$ cat src/rtl/alu_exec_sequencer.sv
// EX-stage sequencer: single-cycle ALU ops plus an iterative shift-add multiplier,
// with valid/ready handshakes on both sides and a stall output for hazard logic.
module alu_exec_sequencer #(
    parameter int WIDTH = 32
) (
    input  logic             clk,
    input  logic             reset,
    input  logic             in_valid,
    output logic             in_ready,
    input  logic [3:0]       alu_ctrl,
    input  logic [WIDTH-1:0] src_a,
    input  logic [WIDTH-1:0] src_b,
    output logic             out_valid,
    input  logic             out_ready,
    output logic [WIDTH-1:0] result,
    output logic             zero,
    output logic             illegal,
    output logic             stall
);

    localparam logic [3:0] OP_AND = 4'b0000;
    localparam logic [3:0] OP_OR  = 4'b0001;
    localparam logic [3:0] OP_ADD = 4'b0010;
    localparam logic [3:0] OP_SUB = 4'b0110;
    localparam logic [3:0] OP_SLT = 4'b0111;
    localparam logic [3:0] OP_MUL = 4'b1000;

    localparam int CW = $clog2(WIDTH) + 1;
    localparam logic [CW-1:0] LAST = CW'(WIDTH - 1);

    typedef enum logic [0:0] {IDLE, MUL} state_t;

    state_t           state;
    logic [CW-1:0]    count;
    logic [WIDTH-1:0] mcand;
    logic [WIDTH-1:0] mplier;
    logic [WIDTH-1:0] acc;
    logic [WIDTH-1:0] acc_next;
    logic [WIDTH-1:0] alu_res;
    logic             legal;
    logic             accept;

    assign in_ready = (state == IDLE) && (!out_valid || out_ready);
    assign accept   = in_valid && in_ready;
    assign stall    = (state == MUL) || (out_valid && !out_ready) || (in_valid && !in_ready);
    assign acc_next = mplier[0] ? acc + mcand : acc;

    always_comb begin
        alu_res = '0;
        legal   = 1'b1;
        case (alu_ctrl)
            OP_AND:  alu_res = src_a & src_b;
            OP_OR:   alu_res = src_a | src_b;
            OP_ADD:  alu_res = src_a + src_b;
            OP_SUB:  alu_res = src_a - src_b;
            OP_SLT:  alu_res = {{(WIDTH-1){1'b0}}, ($signed(src_a) < $signed(src_b))};
            OP_MUL:  alu_res = '0;
            default: legal   = 1'b0;
        endcase
    end

    always_ff @(posedge clk) begin
        if (reset) begin
            state     <= IDLE;
            out_valid <= 1'b0;
            result    <= '0;
            zero      <= 1'b0;
            illegal   <= 1'b0;
            count     <= '0;
            mcand     <= '0;
            mplier    <= '0;
            acc       <= '0;
        end else begin
            // Retirement first; a same-cycle accept below overrides these defaults.
            if (out_valid && out_ready) begin
                out_valid <= 1'b0;
                zero      <= 1'b0;
                illegal   <= 1'b0;
            end
            case (state)
                IDLE: begin
                    if (accept) begin
                        if (alu_ctrl == OP_MUL) begin
                            mcand  <= src_a;
                            mplier <= src_b;
                            acc    <= '0;
                            count  <= '0;
                            state  <= MUL;
                        end else begin
                            out_valid <= 1'b1;
                            result    <= alu_res;
                            zero      <= (alu_res == '0);
                            illegal   <= !legal;
                        end
                    end
                end
                MUL: begin
                    mcand  <= mcand << 1;
                    mplier <= mplier >> 1;
                    acc    <= acc_next;
                    count  <= count + 1'b1;
                    if (count == LAST) begin
                        state     <= IDLE;
                        out_valid <= 1'b1;
                        result    <= acc_next;
                        zero      <= (acc_next == '0);
                        illegal   <= 1'b0;
                    end
                end
                default: state <= IDLE;
            endcase
        end
    end

endmodule

$ cat config.mk
export PLATFORM = sky130hd
export DESIGN_NAME = alu_exec_sequencer
export DESIGN_NICKNAME = d
export VERILOG_FILES = /design/src/rtl/alu_exec_sequencer.sv
export SDC_FILE = /design/constraint.sdc
export NUM_CORES = 1
export LEC_CHECK = 0
export CELL_PAD_IN_SITES_DETAIL_PLACEMENT = 1
export CELL_PAD_IN_SITES_GLOBAL_PLACEMENT = 1
export CORE_MARGIN = 3
export CORE_UTILIZATION = 45
export DETAILED_ROUTE_END_ITERATION = 8
export GPL_ROUTABILITY_DRIVEN = 0
export PLACE_DENSITY_LB_ADDON = 0.08
export SLEW_MARGIN = 25
export SYNTH_ARGS = -nofsm -noshare
export SYNTH_HDL_FRONTEND = slang
export SYNTH_SLANG_ARGS = --single-unit
$ cat constraint.sdc
create_clock -name clk -period 7 [get_ports clk]
set_clock_uncertainty 0.05 [all_clocks]
set_input_delay 0.7 -clock clk [delete_from_list [all_inputs] [get_ports clk]]
set_output_delay 0.7 -clock clk [all_outputs]
set_load 0.01 [all_outputs]
==> run metrics, run 1 <==
Worst path slowest cell=sky130_fd_sc_hd__o41ai_1; P&R area growth vs syn=14.6%; aggregate global-route resource usage=32.2%; leakage dissipation=5.93 nW; Netlist cell types=83; count of filler cells inserted in the layout=between 3k and 4k; initial core utilization=45.9%; Syn Area/Cell=7.27 um^2; classification of the worst-slack hold path=reg2reg; category of the worst setup path launch point=input port; die extent in x=175 um; category of the most critical setup path=in2reg; Max transition margin=about 34%; cell area after layout=around 0.015 mm^2; primary flip-flop cell chosen by synthesis mapping=sky130_fd_sc_hd__dfxtp_1; area used by multi-input combinational logic=around 0.0092 mm^2; Period minus WS final=between 5 and 6 ns; Post-CTS Hold Buffers=0; per-cell routed wire length=roughly 23 um; initial antenna violation count=2; period utilization=74.1%; maximum number of buffers from clock root to sink=2; data required time of the critical path=between 7 and 8 ns; post_cts resized=0; number of placed I/O pins=approximately 110; die span in y=175 um; most frequent cells in the layout=sky130_fd_sc_hd__a21oi_1 (238), sky130_fd_sc_hd__nand2_1 (222), sky130_fd_sc_hd__dfxtp_1 (137), sky130_fd_sc_hd__ha_1 (131), sky130_fd_sc_hd__inv_1 (128); share of layout cells above drive strength 1=just over 6%; kind of end point of the critical path=flop; die area=0.0307 mm^2; FF-to-FF path depth=14; Max IR drop VDD=0.181 mV; Post-Syn Nets=1,977; fraction of the yosys area taken by sequential cells=21.5%; insertion delay of the later-clocked pin in the worst-skew pair=0.45 ns; number of max-slew violations in the final report=0; Setup Slack @ Placement=roughly 1.6 ns; delay of the slowest cell on the worst path=0.82 ns; number of buffers added for setup after CTS=0; instance count of the mapped netlist=1,771; number of nets still failing antenna checks after routing=0; total design power=2.41 mW; Crit path arrival time=5.54 ns; final-layout worst hold slack=~0.40 ns; grt ovf=0; Storage cell area=0.00277 mm^2; wire length of the first global-routing pass=about 79,000 um; final count of negative-setup-slack endpoints=0; Power Density=163 mW/mm^2; CTS Sinks=138; number of design rule violations left after detail routing=0; count of routing violations after the opening detailed-route iteration=between 1k and 1.5k; final HPWL from detailed placement=roughly 38,000 um; list of cells traversed by the critical path=clkdlybuf4s50_1 > inv_1 > ha_1 > a211o_1 > a2111o_1 > a31oi_1 > o21ai_0 > o41ai_1 > o21ai_0 > xnor2_1 > a221oi_1 > and4b_1 > o22a_1; slack of the critical path=around 1.8 ns; cell area after synthesis=0.0129 mm^2; clock slew at reported path FFs=0.07 ns; count of H-tree levels built during CTS=4; number of enable-type register cells in the synthesized netlist=0; cell repeated most along the worst path=sky130_fd_sc_hd__o21ai_0; total number of vias=14.1k; slew at the pin closest to its max-slew limit=0.989 ns; vias in the first global route=14.0k; Floorplan Core Area=0.0280 mm^2; row count=61; Worst Path Max Fanout=5; routed wire length=50,700 um; Synth async-reset ratio=0%; count of max-cap constraint violations=0; length of the first detailed-routing pass in iterations=6; Final Hold Vio Count=0; result of the run=completed; Max Freq=193 MHz; maximum number of pins on one net before global-route repair=91; most common cell after layout, fill and taps aside=sky130_fd_sc_hd__a21oi_1; number of buffers added on ports=approximately 110; Post-DP Area=about 0.014 mm^2; FF+latch count, synth=138; number of clock buffers inserted by TritonCTS=17; root buffer cell=sky130_fd_sc_hd__clkbuf_16; Hold Path Cell Cnt=2; via-per-instance ratio=6.40; CTS tree=yes; Warnings, synthesis=0; summed negative setup slack over all endpoints=0 ns; net count of the finished layout=2,014; RSZ-0062 raised after global routing=false
[worst max-delay path, delay by kind of cell]
family / cells / cell delay [ns]
xor+xnor: 1 / 0.17
simple gates: 1 / 0.29
buf+inv: 2 / 0.74
fa+ha+maj: 1 / 0.35
compound gates: 8 / 3.28
[area by class of cell]
type | instances | share of cell area (%)
Inverter | 130 | 3.31
Timing Repair Buffer | 125 | 8.28
Sequential cell | 138 | 18.8
Tap cell | 378 | 3.21
Clock buffer | 18 | 2.91
Clock inverter | 13 | 0.959
Antenna cell | 1 | 0.0170
Multi-Input combinational cell | 1396 | 62.6
[kinds of logic (layout without fill, tap and decap cells)]
kind of cell	after synthesis	count (layout)	share of synthesized area [%]
buf+inv	237	286	7.03
flops	138	138	21.5
other cells	0	1	0
mux	54	54	4.38
simple gates	543	543	19.7
xor+xnor	31	31	2.11
compound gates	634	634	32.1
fa+ha+maj	134	134	13.2
[synthesized netlist by cell type, drive strengths merged, types with 18 or more instances]
cell / number / area, um^2
a21oi: 243 / 1240
nand2: 222 / 833
dfxtp: 138 / 2760
ha: 131 / 1640
inv: 129 / 484
nor2: 121 / 457
clkbuf: 92 / 345
o21ai: 81 / 409
a22oi: 74 / 556
mux2i: 36 / 360
nand3: 35 / 175
nor3: 25 / 125
a211oi: 24 / 195
o211ai: 22 / 170
a21o: 21 / 158
a31oi: 21 / 131
xnor2: 20 / 175
mux2: 18 / 203
nand2b: 18 / 113
nand4: 18 / 113
[final timing paths]
| kind | from | to | slack, ns |
|---|---|---|---|
| hold reg to reg | result[23] | result[23] | 0.40 |
| setup reg to reg | mcand[0] | zero | 2.26 |
| hold / removal | result[23] | result[23] | 0.40 |
| setup / recovery | src_a[1] | zero | 1.81 |
[metrics by stage]
| stage | cells | util, % |
|---|---|---|
| floorplan | 1771 | - |
| global placement | 2166 | 50.5 |
| detailed placement | 2166 | 50.5 |
| CTS | 2197 | 52.5 |
| global route | 2199 | 52.6 |
| finish | 2199 | 52.6 |
[routing by layer]
metal  vias up  track usage, %  wire length (um)  part of all wire (%)
li1       6500               -                 -                     -
met1      6946            42.9             22200                    44
met2       522            52.1             23100                    46
met3        94            7.13              4080                   8.0
met4         2            9.77              1320                   2.6
met5         -               0                13                 0.026
[where the power goes]
group | leakage (nW) | internal, mW | total (mW) | switching (mW)
combinational | 4.54 | 0.238 | 0.659 | 0.421
sequential | 1.12 | 0.802 | 0.816 | 0.0132
clock | 0.274 | 0.526 | 0.934 | 0.409
[sequential cells by signal, summed over array words and instances, names as in the netlist]
register and cells:
acc 32, mcand 32, illegal 1, out_valid 1, count 6, result 32, state 1, mplier 32
zero 1
Power figures use the tool's default switching activity.
==> run 2, diff against run 1 <==
CORE_UTILIZATION = 44   (was 45)
clock period = 5.1 ns   (was 7 ns; I/O delays follow)
==> run metrics, run 2 (synthesis gave the netlist of run 1 again) <==
Final Hold Vio Count=0 (unchanged); number of design rule violations left after detail routing=0 (unchanged); summed negative setup slack over all endpoints=0 ns (unchanged); Post-CTS Hold Buffers=0 (unchanged); routed wire length=50,600 um (-0.33%); root buffer cell=sky130_fd_sc_hd__clkbuf_16; number of clock buffers inserted by TritonCTS=17 (unchanged); CTS Sinks=138 (unchanged); die area=0.0313 mm^2 (+2.2%); post_cts resized=0 (unchanged); wire length of the first global-routing pass=78,900 um (+0.32%); most frequent cells in the layout=sky130_fd_sc_hd__a21oi_1 (238), sky130_fd_sc_hd__nand2_1 (222), sky130_fd_sc_hd__dfxtp_1 (137), sky130_fd_sc_hd__ha_1 (131), sky130_fd_sc_hd__inv_1 (128); total number of vias=14.0k (-0.33%); insertion delay of the later-clocked pin in the worst-skew pair=0.44 ns (about the same); metal2 WL=22,700 um (-1.9%); total design power=3.36 mW (+40%); row count=61 (unchanged); count of H-tree levels built during CTS=4 (unchanged); most common cell after layout, fill and taps aside=sky130_fd_sc_hd__a21oi_1; result of the run=completed; cell count after placement=2,184 (+0.83%); Max IR drop VDD=0.192 mV (+6.5%); buffers plus inverters on the worst setup path=2 (unchanged); length of the first detailed-routing pass in iterations=5 (-1); vias in the first global route=14.0k (-0.17%); count of max-cap constraint violations=0 (unchanged); classification of the worst-slack hold path=reg2reg; Worst Path Max Fanout=5 (unchanged); slew at the pin closest to its max-slew limit=0.931 ns (-0.0573 ns); number of buffers added for setup after CTS=0 (unchanged); share of layout cells above drive strength 1=7.02% (+0.92 points); number of nets still failing antenna checks after routing=0 (unchanged); initial core utilization=45.4% (-0.50 points); leakage dissipation=6.02 nW (+1.5%); category of the worst setup path launch point=input port; Antenna Cells=0 (-1); count of filler cells inserted in the layout=3,572 (-1.4%); non-filler cells in the finished layout=2,216 (+0.77%); Crit path arrival time=4.93 ns (-0.61 ns); Worst path slowest cell=sky130_fd_sc_hd__a221oi_1; RSZ-0062 raised after global routing=false; largest delay contributor family on the critical path=compound AO/OA/AOI/OAI gates; DR top layer=met5; Max transition margin=37.8% (+3.7 points); net count of the finished layout=2,031 (+0.84%); kind of end point of the critical path=flop; detailed route wirelength on metal3=3900 um (-4.5%); met1 wire length=22,700 um (+2.2%); per-cell routed wire length=22.8 um (-1.1%); P&R area growth vs syn=15.6%; initial antenna violation count=1 (-1); delay of the slowest cell on the worst path=0.62 ns (-0.20 ns); count of routing violations after the opening detailed-route iteration=1,469 (+8.6%); category of the most critical setup path=in2reg; Max Freq=about 220 MHz; data required time of the critical path=5.44 ns (-1.91 ns); die span in y=177 um (+1.1%); maximum number of pins on one net before global-route repair=77 (-15%); maximum number of buffers from clock root to sink=2 (unchanged); period utilization=90.1%; number of max-slew violations in the final report=0 (unchanged); list of cells traversed by the critical path=clkdlybuf4s50_1 > inv_1 > ha_1 > a211o_1 > a2111o_1 > a221oi_1 > o31ai_1 > nand3_1 > o21ai_0 > nor4_1 > o211ai_1 > nor4_1 > and4b_1 > and4b_1 > o22a_1; aggregate global-route resource usage=31.7% (-0.51 points); final count of negative-setup-slack endpoints=0 (unchanged); die extent in x=177 um (+1.1%); Power Density=226 mW/mm^2 (+38%); via-per-instance ratio=6.33 (-1.1%); grt ovf=0 (unchanged); Floorplan Core Area=0.0283 mm^2 (+1.1%); clock slew at reported path FFs=0.07 ns (about the same); final HPWL from detailed placement=37,900 um (+0.56%); Period minus WS final=roughly 4.6 ns; CTS tree=yes; number of placed I/O pins=109 (unchanged); number of buffers added on ports=108 (unchanged)
## run 2: cell types whose count changed in the layout (fill, tap and decap cells not counted), moves of 3 or more
cell / change
sky130_fd_sc_hd__clkinv_2: -3
sky130_fd_sc_hd__inv_8: +4
sky130_fd_sc_hd__buf_4: +17
sky130_fd_sc_hd__clkinv_4: +3
## run 2: per-layer routing
metal  vias up  global-route usage, %
met4         2                   9.53
li1       6536                      -
met5         -                      0
met1      6823                   43.9
met3       103                   5.66
met2       553                   50.1
## run 2: worst paths after layout
check                           startpoint   endpoint  slack [ns]  cells after the start
worst min-delay path             result[8]  result[8]        0.40                      2
worst min register to register   result[8]  result[8]        0.40                      2
worst max register to register    mcand[0]       zero        0.52                     14
worst max-delay path              src_a[1]       zero        0.51                     15
## run 2: metrics by stage
step | setup slack (ns) | hold WS, ns | instance area [um^2] | util [%]
after global placement | 0.389 | 0.387 | 14300 | 50.5
after CTS | 0.534 | 0.404 | 14900 | 52.5
final | 0.506 | 0.402 | 14900 | 52.5
after global routing | 0.216 | 0.423 | 14900 | 52.5
after detailed placement | 0.307 | 0.395 | 14300 | 50.5
after floorplan | 1.25 | 0.387 | 12900 | -
## run 2: final cells by class
cell class                 instances  area [um^2]  area share (%)
sequential                       138         2770            18.6
clock buffer                      18          439            2.95
inverter                         130          488            3.28
tap                              378          473            3.18
multi-input combinational       1396         9220            62.0
clock inverter                    14          151            1.02
timing repair buffer             142         1340            9.01
## run 2: worst reg2reg max path, delay by kind of cell, from the launching register on
kind | cells | cell delay (ns)
DFF | 1 | 0.34
adders and majority gates | 2 | 0.69
and+or+nand+nor | 7 | 1.84
AOI/OAI and AO/OA | 4 | 1.46
xor gates and xnor gates | 1 | 0.16
## run 2: report_power, final
| part | switching [mW] | leakage (nW) | internal [mW] |
|---|---|---|---|
| registers | 0.0164 | 1.12 | 1.10 |
| clock network | 0.613 | 0.286 | 0.707 |
| logic | 0.585 | 4.62 | 0.340 |
